**config.mk**
```make
export PLATFORM = sky130hd
export DESIGN_NAME = gfm_col_mac
export DESIGN_NICKNAME = d
export VERILOG_FILES = /design/src/rtl/gf2_pkg.sv /design/src/rtl/gf2_axpy.sv /design/src/rtl/gfm_col_mac.sv
export SDC_FILE = /design/constraint.sdc
export NUM_CORES = 1
export LEC_CHECK = 0
export ABC_AREA = 0
export CELL_PAD_IN_SITES_DETAIL_PLACEMENT = 1
export CELL_PAD_IN_SITES_GLOBAL_PLACEMENT = 1
export CORE_MARGIN = 3
export CORE_UTILIZATION = 36
export DETAILED_ROUTE_END_ITERATION = 16
export GPL_ROUTABILITY_DRIVEN = 0
export PLACE_DENSITY = 0.8
export SYNTH_ARGS = -nofsm -noshare
export SYNTH_HDL_FRONTEND = slang
export SYNTH_SLANG_ARGS = --single-unit
export TNS_END_PERCENT = 10
```
**constraint.sdc**
```tcl
create_clock -name clk -period 2.6 [get_ports clk]
set_input_delay 0.52 -clock clk [delete_from_list [all_inputs] [get_ports clk]]
set_output_delay 0.52 -clock clk [all_outputs]
set_load 0.01 [all_outputs]
```
**src/rtl/gf2_pkg.sv**
```systemverilog
// gf2_pkg: shared FSM encoding and column-index width helper for the GF(2) matrix blocks.
package gf2_pkg;
    typedef enum logic [1:0] {IDLE, ACCUM, HOLD} gfm_state_t;

    function automatic int col_w(input int n);
        return (n > 1) ? $clog2(n) : 1;
    endfunction
endpackage

```
**src/rtl/gf2_axpy.sv**
```systemverilog
// gf2_axpy: GF(2) masked accumulate, y = acc ^ (col & {N{b}}).
module gf2_axpy #(
    parameter int N = 32
) (
    input  logic [N-1:0] acc,
    input  logic [N-1:0] col,
    input  logic         b,
    output logic [N-1:0] y
);
    always_comb y = acc ^ (col & {N{b}});
endmodule

```
**src/rtl/gfm_col_mac.sv**
```systemverilog
// gfm_col_mac: column-streaming GF(2) matrix-vector multiply y = M*x.
// Define GFM_COLMAC_PARITY_EN to add the res_parity output.
module gfm_col_mac
    import gf2_pkg::*;
#(
    parameter int N = 32
) (
    input  logic                clk,
    input  logic                reset,
    input  logic                clk_en,
    input  logic                vec_load,
    input  logic [N-1:0]        vec_in,
    input  logic                clear,
    input  logic                col_valid,
    input  logic [N-1:0]        col_in,
    output logic                col_ready,
    output logic [col_w(N)-1:0] col_idx,
    output logic                res_valid,
    output logic [N-1:0]        res_data,
    input  logic                res_ready,
`ifdef GFM_COLMAC_PARITY_EN
    output logic                res_parity,
`endif
    output logic                busy
);
    localparam int CW = col_w(N);

    gfm_state_t state, nxt;
    logic [N-1:0] x, acc, acc_nxt;
    logic vec_fire, col_fire, res_fire, last;

    always_comb begin
        vec_fire = clk_en && vec_load && state == IDLE;
        col_fire = clk_en && col_valid && col_ready;
        res_fire = clk_en && res_valid && res_ready;
        last     = col_idx == CW'(N - 1);
    end

    gf2_axpy #(.N(N)) u_axpy (
        .acc(acc),
        .col(col_in),
        .b  (x[col_idx]),
        .y  (acc_nxt)
    );

    always_ff @(posedge clk or negedge reset) begin
        if (!reset) state <= IDLE;
        else        state <= nxt;
    end

    // clear outranks every transfer; the final column takes priority over nothing else in ACCUM
    always_comb begin
        nxt = !clk_en            ? state :
              clear              ? IDLE  :
              vec_fire           ? ACCUM :
              (col_fire && last) ? HOLD  :
              res_fire           ? ACCUM : state;
    end

    always_comb begin
        col_ready = state == ACCUM;
        res_valid = state == HOLD;
        busy      = state != IDLE;
`ifdef GFM_COLMAC_PARITY_EN
        res_parity = ^res_data;
`endif
    end

    always_ff @(posedge clk or negedge reset) begin
        if (!reset) begin
            x        <= '0;
            acc      <= '0;
            col_idx  <= '0;
            res_data <= '0;
        end else if (clk_en) begin
            if (clear) begin
                acc      <= '0;
                col_idx  <= '0;
                res_data <= '0;
            end else if (vec_fire) begin
                x       <= vec_in;
                acc     <= '0;
                col_idx <= '0;
            end else if (col_fire) begin
                acc     <= last ? '0 : acc_nxt;
                col_idx <= last ? '0 : col_idx + CW'(1);
                if (last) res_data <= acc_nxt;
            end else if (res_fire) begin
                acc <= '0;
            end
        end
    end
endmodule

```
==> tab_implementation.tex <==
\begin{tabular}{lr}
\hline
Metric & Value \\
\hline
\multicolumn{2}{l}{\textbf{Yosys}} \\
\quad Commonest cells in the synthesized netlist & dfrtp\_1, nand3\_1, nand2\_1 \\
\quad Register area share after synthesis & 0.4532 \\
\quad Area of the mapped netlist & 5687 um\^{}2 \\
\quad Main flop type after synthesis & dfrtp\_1 \\
\quad Count of state elements after synthesis & 103 \\
\quad Number of distinct library cell variants in the gate-level netlist after synthesis & 36 \\
\quad Average size of a mapped cell & 10.40 um\^{}2 \\
\quad Most numerous cell in the Yosys netlist & dfrtp\_1 \\
\quad Syn\_nets & 620 \\
\quad Post-synthesis async set-or-reset flop share & 1.000 \\
\quad Area leader, netlist & dfrtp\_1 \\
\quad Cells taking the most area after synthesis & dfrtp\_1, mux2\_2, nand3\_1, nor4\_2, a211o\_1 \\
\quad Number of synthesized flops with an enable pin & 0 \\
\quad Area share of the leading cell type in the synthesized netlist & 0.4532 \\
\quad Warning count from the yosys run & 0 \\
\quad Gate count of the mapped netlist & 547 \\
\multicolumn{2}{l}{\textbf{Detailed routing}} \\
\quad Total Routed Length & 17390 um \\
\quad WL/cell & 20.24 um \\
\quad DR pass1 iterations & 4 \\
\quad Total via count in the routed design & 5013 \\
\quad ANT nets after route & 0 \\
\quad Number of remaining DRC errors & 0 \\
\quad Violation count after the first detailed-routing iteration & 311 \\
\quad Via density & 5.836 \\
\multicolumn{2}{l}{\textbf{Clocking}} \\
\quad Root Buffer & clkbuf\_16 \\
\quad Buffer levels on the longest clock path & 2 \\
\quad Number of clock sinks & 103 \\
\quad Number of CTS-inserted buffers & 9 \\
\quad Clock latency on the worst-skew pair & 0.36 ns \\
\quad Worst-path clk slew & 0.07 ns \\
\quad Post-CTS setup buffer count & 0 \\
\quad H-tree depth reported by CTS & 3 \\
\quad TritonCTS clock tree & yes \\
\multicolumn{2}{l}{\textbf{Critical path}} \\
\quad Startpoint class of the critical path & flop \\
\quad Critical Path RT & 2.84 ns \\
\quad Worst path arrival time & 2.58 ns \\
\quad Max FO, Critical Path & 22 \\
\quad Type of the worst setup path & reg -> reg \\
\quad Endpoint class of the critical path & flop \\
\multicolumn{2}{l}{\textbf{Global route}} \\
\quad Met1 Use GR & 0.2452 \\
\quad Global-route wire length before repair & 28080 um \\
\quad Met2 track demand over resource in global routing & 0.3318 \\
\quad Initial antenna violation count & 0 \\
\quad Gr usage total & 0.1976 \\
\quad GRT overflow & 0 \\
\quad Layer with the highest usage & met2 \\
\quad Number of global-route vias before repair & 5429 \\
\quad Routing usage on met3 & 0.05015 \\
\quad Maximum number of pins on one net before global-route repair & 65 \\
\multicolumn{2}{l}{\textbf{Final layout}} \\
\quad Total inserted antenna cells & 0 \\
\quad Share of the core filled with cells in the final layout & 0.4790 \\
\quad Synth-to-Final Area Change & 29.00\% \\
\quad Total Nets Final & 716 \\
\quad Share of layout cells above drive strength 1 & 0.1559 \\
\multicolumn{2}{l}{\textbf{Min path}} \\
\quad Type of the worst min-delay path & in -> async \\
\multicolumn{2}{l}{\textbf{Run status}} \\
\quad Outcome & complete, no violations \\
\multicolumn{2}{l}{\textbf{Placed design}} \\
\quad Port Buffers & 110 \\
\quad Dpl hpwl & 11090 um \\
\quad Worst slack at placement & 0.1226 ns \\
\multicolumn{2}{l}{\textbf{Die}} \\
\quad Width of the chip & 131.7 um \\
\quad Total core area & 15310 um\^{}2 \\
\quad Effective utilization at floorplan & 0.3713 \\
\quad Die Span Y & 131.7 um \\
\quad I/O Pins & 111 \\
\quad Floorplan row count & 45 \\
\quad Die ar. & 17340 um\^{}2 \\
\multicolumn{2}{l}{\textbf{Power and ir drop}} \\
\quad Max VDD drop & 0.4494 mV \\
\quad Total power draw & 4.392 mW \\
\quad Static leakage & 3.241 nW \\
\quad Power per cell area & 598.7 nW/um\^{}2 \\
\multicolumn{2}{l}{\textbf{Timing}} \\
\quad Worst setup skew after layout & 0.009437 ns \\
\quad Number of max-slew violations in the final report & 0 \\
\quad Pin slew with the least headroom to its limit & 0.7322 ns \\
\quad Post-route minimum period & 2.339 ns \\
\quad Relative max-transition margin & 0.5100 \\
\quad Max Fclk & 0.4275 GHz \\
\quad Setup violators final & 0 \\
\quad RSZ-0062 raised after global routing & false \\
\quad Sum of negative setup slack & 0 ns \\
\quad Ratio of final minimum period to clock period & 0.8997 \\
\quad Final worst-path setup slack & 0.2609 ns \\
\quad Final hold slack & 0.08559 ns \\
\quad Count of final hold-check violations & 0 \\
\multicolumn{2}{l}{\textbf{Flow run}} \\
\quad Number of max-capacitance violations reported & 0 \\
\hline
\end{tabular}
report_power, final:
part / total [mW] / leakage [nW] / internal (mW) / switching [mW]
registers: 1.95 / 1.37 / 1.78 / 0.164
logic: 1.13 / 1.74 / 0.452 / 0.680
clock network: 1.31 / 0.133 / 0.660 / 0.652
per-layer routing:
layer	vias to the layer above	wire [um]
met4	0	344
met5	-	0
li1	2261	-
met1	2590	7565
met2	134	8553
met3	28	926
cells in the final DEF (no fill, tap or decap), types with 25 or more instances in the layout:
master           count
a211o_1             32
a21oi_1             36
a32oi_1             32
clkdlybuf4s50_1    109
dfrtp_1            103
inv_1               33
mux2_2              33
nand2_1             42
nand3_1             69
nand4b_1            32
nor4_2              25
cell families (layout without fill, tap and decap cells):
| logic type | Yosys count | count (layout) | synth area share |
|---|---|---|---|
| compound gates | 118 | 119 | 0.1514 |
| fa+ha+maj | 2 | 2 | 0.004400 |
| buf+inv | 76 | 176 | 0.06997 |
| flops | 103 | 103 | 0.4532 |
| mux | 50 | 50 | 0.09527 |
| simple gates | 198 | 198 | 0.2257 |
stage by stage:
stage                     cells  area, um^2
after floorplan             547        5687
after global placement      842        7039
after detailed placement    842        7039
after CTS                   858        7320
after global routing        859        7336
final                       859        7336
registers in the layout (all words and copies together), names as in the netlist:
signal and flops:
acc 32, res_data 32, x 32, col_idx 5
state 2
layout make-up:
cell class | instances | area (um^2)
Timing Repair Buffer | 127 | 1314
Multi-Input combinational cell | 369 | 2776
Tap cell | 211 | 264.0
Clock buffer | 9 | 225.2
Fill cell | 1661 | 7979
Sequential cell | 103 | 2577
Clock inverter | 7 | 55.05
Inverter | 33 | 123.9
worst paths after layout:
path	end	from	depth (start not counted)	slack [ns]
worst max-delay path	acc[28]$_DFFE_PN0P_	col_idx[1]$_DFFE_PN0P_	8	0.26
worst min-delay path	res_data[9]$_DFFE_PN0P_	reset	1	0.09
worst max register to register	acc[28]$_DFFE_PN0P_	col_idx[1]$_DFFE_PN0P_	8	0.26
worst min register to register	x[16]$_DFFE_PN0P_	x[16]$_DFFE_PN0P_	1	0.51
max in group asynchronous	res_data[31]$_DFFE_PN0P_	reset	2	1.73
min in group clk	x[16]$_DFFE_PN0P_	x[16]$_DFFE_PN0P_	1	0.51
timing repair:
item | in CTS | in global routing
hold buffers | 0 | 0
gates resized for setup | 0 | 1
setup endpoints to repair | 0 | 33
worst max-delay path: stages, from the launching register on:
cell,delay [ns]
dfrtp_1,0.35
buf_4,0.31
mux2i_1,0.30
a22oi_1,0.15
nand3_1,0.18
and4_4,0.28
buf_4,0.31
nor4_2,0.09
a211o_1,0.24
Power figures use the tool's default switching activity.
